[config.mk]
export PLATFORM = sky130hd
export DESIGN_NAME = disp_scan_ctrl
export DESIGN_NICKNAME = d
export VERILOG_FILES = /design/src/rtl/disp_scan_ctrl.sv
export SDC_FILE = /design/constraint.sdc
export NUM_CORES = 1
export LEC_CHECK = 0
export CAP_MARGIN = 20
export CORE_MARGIN = 2
export CORE_UTILIZATION = 45
export DETAILED_ROUTE_END_ITERATION = 10
export HOLD_SLACK_MARGIN = 0.12
export PLACE_DENSITY = 0.75
export SETUP_SLACK_MARGIN = 0.02
export SYNTH_ARGS = -nofsm -noshare
export SYNTH_HDL_FRONTEND = slang
export SYNTH_SLANG_ARGS = --single-unit
[constraint.sdc]
create_clock -name clk -period 2.2 [get_ports clk]
set_input_delay 0.44 -clock clk [delete_from_list [all_inputs] [get_ports clk]]
set_output_delay 0.44 -clock clk [all_outputs]
set_load 0.01 [all_outputs]
[src/rtl/disp_scan_ctrl.sv]
// disp_scan_ctrl: time-multiplexed seven-segment scan controller sharing one external hex decoder.
// Ports: clk/rst (sync, active-high); en enables scanning; digits_in/dp_in/blank_lz are
// snapshotted per frame; dec_code feeds the decoder, seg_in returns its active-low pattern;
// seg/an drive the pins (active-low); frame_start pulses on the first cycle of each frame.
module disp_scan_ctrl #(
    parameter int NUM_DIGITS = 4,
    parameter int TICK_DIV   = 50000,
    parameter int BLANK_CYC  = 100
) (
    input  logic                    clk,
    input  logic                    rst,
    input  logic                    en,
    input  logic [4*NUM_DIGITS-1:0] digits_in,
    input  logic [NUM_DIGITS-1:0]   dp_in,
    input  logic                    blank_lz,
    output logic [3:0]              dec_code,
    input  logic [7:0]              seg_in,
    output logic [7:0]              seg,
    output logic [NUM_DIGITS-1:0]   an,
    output logic                    frame_start
);
    localparam int CW = $clog2(TICK_DIV);
    localparam int IW = $clog2(NUM_DIGITS);
    logic [CW-1:0]                cnt;
    logic [IW-1:0]                idx;
    logic                         run;
    logic [NUM_DIGITS-1:0][3:0]   snap_dig;
    logic [NUM_DIGITS-1:0]        snap_dp;
    logic                         snap_blz;
    logic [NUM_DIGITS-1:0]        lz;
    logic                         z;
    logic                         show;
    // run is en delayed by one cycle, so every output decodes from registered state
    // and the cycle after en rises is a frame start with cnt=idx=0.
    assign frame_start = run && cnt == '0 && idx == '0;
    always_ff @(posedge clk) begin
        if (rst) begin
            run      <= 1'b0;
            cnt      <= '0;
            idx      <= '0;
            snap_dig <= '0;
            snap_dp  <= '0;
            snap_blz <= 1'b0;
        end else begin
            run <= en;
            if (frame_start) begin
                snap_dig <= digits_in;
                snap_dp  <= dp_in;
                snap_blz <= blank_lz;
            end
            if (!en) begin
                cnt <= '0;
                idx <= '0;
            end else if (run) begin
                if (cnt == CW'(TICK_DIV - 1)) begin
                    cnt <= '0;
                    idx <= (idx == IW'(NUM_DIGITS - 1)) ? '0 : idx + 1'b1;
                end else begin
                    cnt <= cnt + 1'b1;
                end
            end
        end
    end
    // Walk from the most significant digit down; a digit is blanked while every
    // digit above it (and itself) is zero. Digit 0 is never blanked.
    always_comb begin
        lz = '0;
        z  = snap_blz;
        for (int i = NUM_DIGITS - 1; i > 0; i--) begin
            z     = z && snap_dig[i] == 4'd0;
            lz[i] = z;
        end
    end
    assign show     = run && cnt >= CW'(BLANK_CYC) && !lz[idx];
    assign an       = show ? ~(NUM_DIGITS'(1) << idx) : '1;
    assign seg      = show ? {seg_in[7:1], ~snap_dp[idx]} : 8'hFF;
    assign dec_code = run ? snap_dig[idx] : 4'd0;
endmodule
==> reports/metrics.cfg, run 1 <==
[die]
rows=25
dieArea_um2=5472
initial_core_util=0.4665
die_x_um=73.98
io_pins=49
dieHeight_um=73.98
core_um2=4723

[setup_path]
cpPeakStageDelay_ps=550
crit_start=snap_dig[8]
critPathTopFamily=simple AND/OR/NAND/NOR gates
startpoint_type=flop
slowest_stage=or4_4
cp-end-kind=primary output
timing.rr.start=cnt[0]
crit_buf_inv=2
worstPathCellList=or4_4 > a21oi_2 > o211ai_1 > buf_4 > nand4b_1 > buf_2
arrival_ps=1850
worstSetupPathType=reg2out
path_max_fanout=6
required_ps=1760

[sta]
skew_ps=6.968
setup_viol=12
post-route-period-util=1.043
max_freq_mhz=435.9
relSlewSlack=0.7294
fin_crit_ps=2294
rsz0062_at_grt=yes
fin_ws_ps=-94.19
tightest_slew_ps=402.2
finalHoldViolCount=0
report.final.slew_viol_count=0

[power]
sequentialPowerShare=0.540
p_switching_w=0.0003321
comb_power_share=0.129
power_w=0.001409
leakage_nw=1.101
vdd_drop_max_uv=397.1
internal-power_w=0.001076
power_density_nw_per_um2=470.3
clockPowerShare=0.331
swShare=0.2358

[logic_synthesis]
ys_top_cells_by_area=dfxtp_1, nand2b_1, mux2i_1, mux4_2, xnor2_1
synth_xor_area_frac=0.05168
synth_compound_area_frac=0.03350
ys_types=33
synth_area_leader_cell=dfxtp_1
synth_top_family_by_area=simple AND/OR/NAND/NOR gates
syn_nets=279
yosys.area_share.simple=0.3254
synthAdderAreaFrac=0.03407
synth_top_area_frac=0.3634
syn_inst=241
synth_seq_cells=40
synth_area_um2=2203
yosys_warnings=0
ys_seq_area_frac=0.3634
synth-edff-count=0
synthArstFlopShare=0
synthFlopType=dfxtp_1
synth_area_per_cell_um2=9.143
synth_mux_area_frac=0.1511

[grt]
grt.total_usage=0.2002
grt_pass1_wl_mm=8.404
grt_max_degree=43
grt_pass1_vias=1861
antenna_found_initial=0
overflow=0

[route]
wl_per_cell_um=13.51
antenna_left=0
drtIter0Drc=150
avgViaCountPerCell=5.055
drc=0
dr.pass1.iters=4
num_vias=1916
routed_wl_mm=5.121

[finish]
antenna_cells=0
fin_cells=379
syn2layout_area_growth_pct=35.95
nNetsFinal=350
drive_gt1_frac=0.2436

[clocking]
cts_root_buf=clkbuf_8
clkTransAtPathRegs_ps=80
htree_levels=2
numCtsBuffers=5
clockBufferDepth=2
cts_tree=done
clock-sinks=40
clk_latency_ps=290

[place]
io_buffers=47
place_hpwl_mm=3.729
place_inst=369
gp_congestion=0.8677

[outcome]
violations=setup timing
status=finished, violations left

[run]
maxCapViolations=0

[hold_path]
worstHoldPathType=reg2reg
hp-start=snap_dig[3]

layer usage:
layer / up-vias / global-route usage / wire (um)
li1: 979 / - / -
met1: 877 / 0.2502 / 2319
met2: 47 / 0.3304 / 2469
met3: 13 / 0.04607 / 201
met4: 0 / 0.08889 / 131
met5: - / 0 / 0
sequential cells by signal, summed over array words and instances (netlist names):
signal    flops
snap_dp       4
cnt          16
snap_blz      1
idx           2
snap_dig     16
run           1
cells in the final DEF (no fill, tap or decap), drive strengths merged, types with 6 or more instances in the layout:
cell type,count
dfxtp,40
clkbuf,7
mux2i,22
inv,8
nand4b,8
xnor2,9
nor4,6
nor2,16
nand2b,44
clkdlybuf4s50,30
nand2,8
ha,6
buf,44
nand4,11
stage by stage:
step	cell area, um^2	setup WS, ps	hold slack, ps	utilization	TNS, ps
after floorplan	2203	65.94	445.5	-	0
after global placement	2915	-230.4	456.6	0.6172	-2685
after detailed placement	2915	-234.3	461.8	0.6172	-2721
after CTS	2979	-111.3	478.4	0.6307	-1209
after global routing	2995	-200.8	490.0	0.6342	-2212
final	2995	-94.19	476.0	0.6342	-1045
cells in the mapped netlist, types with 2 or more instances:
cell	number
nor2_1	16
a21oi_1	5
and2_1	5
mux2i_1	22
dfxtp_1	40
nand3_1	4
or4_1	3
buf_2	3
clkbuf_1	12
mux4_2	5
nand2_1	8
nand2b_1	44
nor3_1	5
ha_1	6
nand4_1	10
o21ai_0	3
nor4_1	6
inv_1	8
xnor2_1	9
or2_2	2
and3_1	2
or3_1	2
xor2_1	4
nand4b_1	8
final cells by class:
| class | instances | area, um^2 |
|---|---|---|
| repair buffers | 79 | 644.4 |
| clock buffers | 5 | 68.82 |
| clock inverters | 2 | 12.51 |
| multi-input cells | 178 | 1348 |
| inverters | 8 | 30.03 |
| fillers | 406 | 1728 |
| flip-flops and latches | 40 | 808.3 |
| well taps | 67 | 83.83 |
power groups by stage:
stage	clock network [W]	logic, W	registers, W
floorplan	0	0.0000892	0.000773
global placement	0	0.000175	0.000776
detailed placement	0	0.000178	0.000777
CTS	0.000481	0.000183	0.000761
global route	0.000510	0.000198	0.000762
finish	0.000466	0.000182	0.000760
repair_timing:
item	CTS	global route
buffers inserted	1	1
endpoints found under the setup margin	17	17
cloned	1	0
endpoints found under the hold margin	0	0
resized for setup	67	10
hold buffers	0	0
pin swaps	6	3
cells by family after synthesis:
family | Yosys count
AND/OR/NAND/NOR | 120
AO/OA/AOI/OAI | 12
buffers and inverters | 23
flip-flops | 40
adder cells (fa/ha/maj) | 6
XOR/XNOR | 13
multiplexers | 27
worst register-to-register path, stage by stage, from the launching register on:
cell and delay (ps):
dfxtp_1 420, ha_1 230, nand4_2 170, or4_4 590, or4_1 430, a21oi_1 140
worst paths after layout:
| kind | endpoint | slack (ps) | cells past startpoint |
|---|---|---|---|
| max reg2reg | idx[0] | 150 | 5 |
| max | seg[3] | -90 | 6 |
| min | snap_dig[3] | 480 | 2 |
| min reg2reg | snap_dig[3] | 480 | 2 |
(Power assumes the default switching activity.)
==> run 2: changes to the inputs <==
--- a/config.mk
+++ b/config.mk
@@ -8,6 +8,7 @@
 export CAP_MARGIN = 20
 export CORE_MARGIN = 2
 export CORE_UTILIZATION = 45
+export CTS_CLUSTER_DIAMETER = 120
 export DETAILED_ROUTE_END_ITERATION = 10
 export HOLD_SLACK_MARGIN = 0.12
 export PLACE_DENSITY = 0.75
==> results of run 2 <==
Final layout, timing and power as in run 1 (identical DEF).
==> run 3: changes to the inputs <==
--- a/config.mk
+++ b/config.mk
@@ -6,7 +6,8 @@
 export NUM_CORES = 1
 export LEC_CHECK = 0
 export CAP_MARGIN = 20
-export CORE_MARGIN = 2
+export CORE_ASPECT_RATIO = 0.5
+export CORE_MARGIN = 4
 export CORE_UTILIZATION = 45
 export CTS_CLUSTER_DIAMETER = 120
 export DETAILED_ROUTE_END_ITERATION = 10
==> reports/metrics.cfg, run 3 (synthesized netlist as in run 1, its figures left out) <==
[setup_path]
required_ps=1760
cpPeakStageDelay_ps=550
slowest_stage=or4_4
rr_worst_depth=5
r2r_slack_ps=130
crit_buf_inv=2
worstPathCellList=or4_4 > a21oi_2 > o211ai_1 > buf_4 > nand4b_1 > buf_2
path_max_fanout=6
startpoint_type=flop
arrival_ps=1890
critPathTopFamily=simple AND/OR/NAND/NOR gates
timing.rr.start=cnt[0]
cp-end-kind=primary output
r2r-end=idx[0]
cp.depth=6
worstSetupPathType=reg2out

[sta]
skew_ps=3.420
post-route-period-util=1.059
relSlewSlack=0.6506
tns_ps=-1432
fin_crit_ps=2330
setup_viol=12
fin_ws_ps=-129.8
rsz0062_at_grt=yes
tightest_slew_ps=519.3
max_freq_mhz=429.2
report.final.slew_viol_count=0
finalHoldViolCount=0

[finish]
nNetsFinal=351
drive_gt1_frac=0.2484
final_common_cell=nand2b_1
syn2layout_area_growth_pct=37.42
antenna_cells=0
top_regs=cnt: 16 flops, snap_dig: 16 flops, snap_dp: 4 flops
final_cell_area_um2=3028
fillers=378
final_cell_mix=nand2b_1, dfxtp_1, buf_4

[clocking]
htree_levels=2
clock-sinks=40
clkTransAtPathRegs_ps=80
clk_latency_ps=300
clockBufferDepth=2
numCtsBuffers=5
cts_root_buf=clkbuf_8
cts_tree=done

[route]
num_vias=1957
dr.pass1.iters=4
wl_per_cell_um=14.56
drc=0
drtIter0Drc=67
antenna_left=0
routed_wl_mm=5.533
avgViaCountPerCell=5.150

[outcome]
status=finished, violations left
violations=setup timing

[run]
maxCapViolations=0

[die]
dieHeight_um=57.48
core_um2=4552
die_x_um=107.0
dieArea_um2=6148
initial_core_util=0.4841
rows=17
io_pins=49

[hold_path]
worstHoldPathType=reg2reg
hold_path_end=snap_dig[2]
worst_hold_path.num_cells=2
hp-start=snap_dig[2]

[grt]
antenna_found_initial=0
overflow=0
grt_max_degree=43
grt_pass1_wl_mm=9.197
grt.total_usage=0.1879
grt_pass1_vias=1944

[place]
io_buffers=47
place_hpwl_mm=3.893
dpl_worst_slack_ps=-248.5
placed_cell_area_um2=2922
gp_congestion=0.7984

[power]
power_density_nw_per_um2=483.5
leakage_nw=1.103
vdd_drop_max_uv=247.5

[run 3: changes by cell type in the layout (fill, tap and decap cells not counted), sizes merged]
cell,before,now
buf,44,46
clkbuf,7,8
clkdlybuf4s15,3,4
clkinv,1,0
clkinvlp,1,0
[run 3: cell type report]
type / instances / area, um^2 / area share
multi-input cells: 178 / 1349 / 0.4455
clock buffers: 8 / 90.09 / 0.02975
well taps: 66 / 82.58 / 0.02727
repair buffers: 80 / 666.9 / 0.2202
inverters: 8 / 30.03 / 0.009917
flip-flops and latches: 40 / 809.5 / 0.2674
[run 3: timing repair]
action / 4_1_cts / 5_1_grt
hold buffers: 0 / 0
cloned: 1 / 0
buffers inserted: 0 / 2
gates resized for setup: 62 / 19
endpoints found under the setup margin: 17 / 18
pin swaps: 7 / 8
[run 3: worst max path at each step]
| stage | start | to | slack (ps) |
|---|---|---|---|
| finish | snap_dig[11] | seg[3] | -130 |
| global route | snap_dig[11] | seg[3] | -220 |
| CTS | snap_dig[4] | seg[2] | -120 |
| detailed placement | snap_dig[11] | an[1] | -250 |
| global placement | snap_dig[11] | an[0] | -230 |
| floorplan | idx[0] | frame_start | 70 |
[run 3: through the flow]
stage          power (W)  utilization  cells  hold WS (ps)
6_report        0.001464       0.6652    380         485.3
5_1_grt         0.001532       0.6652    380         504.1
4_1_cts         0.001466       0.6545    378         486.1
3_5_place_dp   0.0009542       0.6418    369         473.5
3_3_place_gp   0.0009489       0.6418    369         458.8
2_1_floorplan  0.0008621            -    241         445.5
[run 3: per-layer routing]
metal	GRT usage	wire, um
met1	0.2221	2487
met2	0.3399	2837
met3	0.04181	135
met4	0.06557	74
met5	0	0
[run 3: power by group]
part / total, W / internal (W) / leakage (nW) / switching, W
logic: 0.000185 / 0.000118 / 0.730 / 0.0000666
registers: 0.000761 / 0.000745 / 0.328 / 0.0000164
clock network: 0.000517 / 0.000256 / 0.0455 / 0.000261
total: 0.00146 / 0.00112 / 1.10 / 0.000344
[run 3: worst reg2reg max path: cells and delay by family (launching register included)]
kind | cells | cell delay (ps)
AND/OR/NAND/NOR | 3 | 1210
flip-flops | 1 | 380
adder cells (fa/ha/maj) | 1 | 220
AO/OA/AOI/OAI | 1 | 180
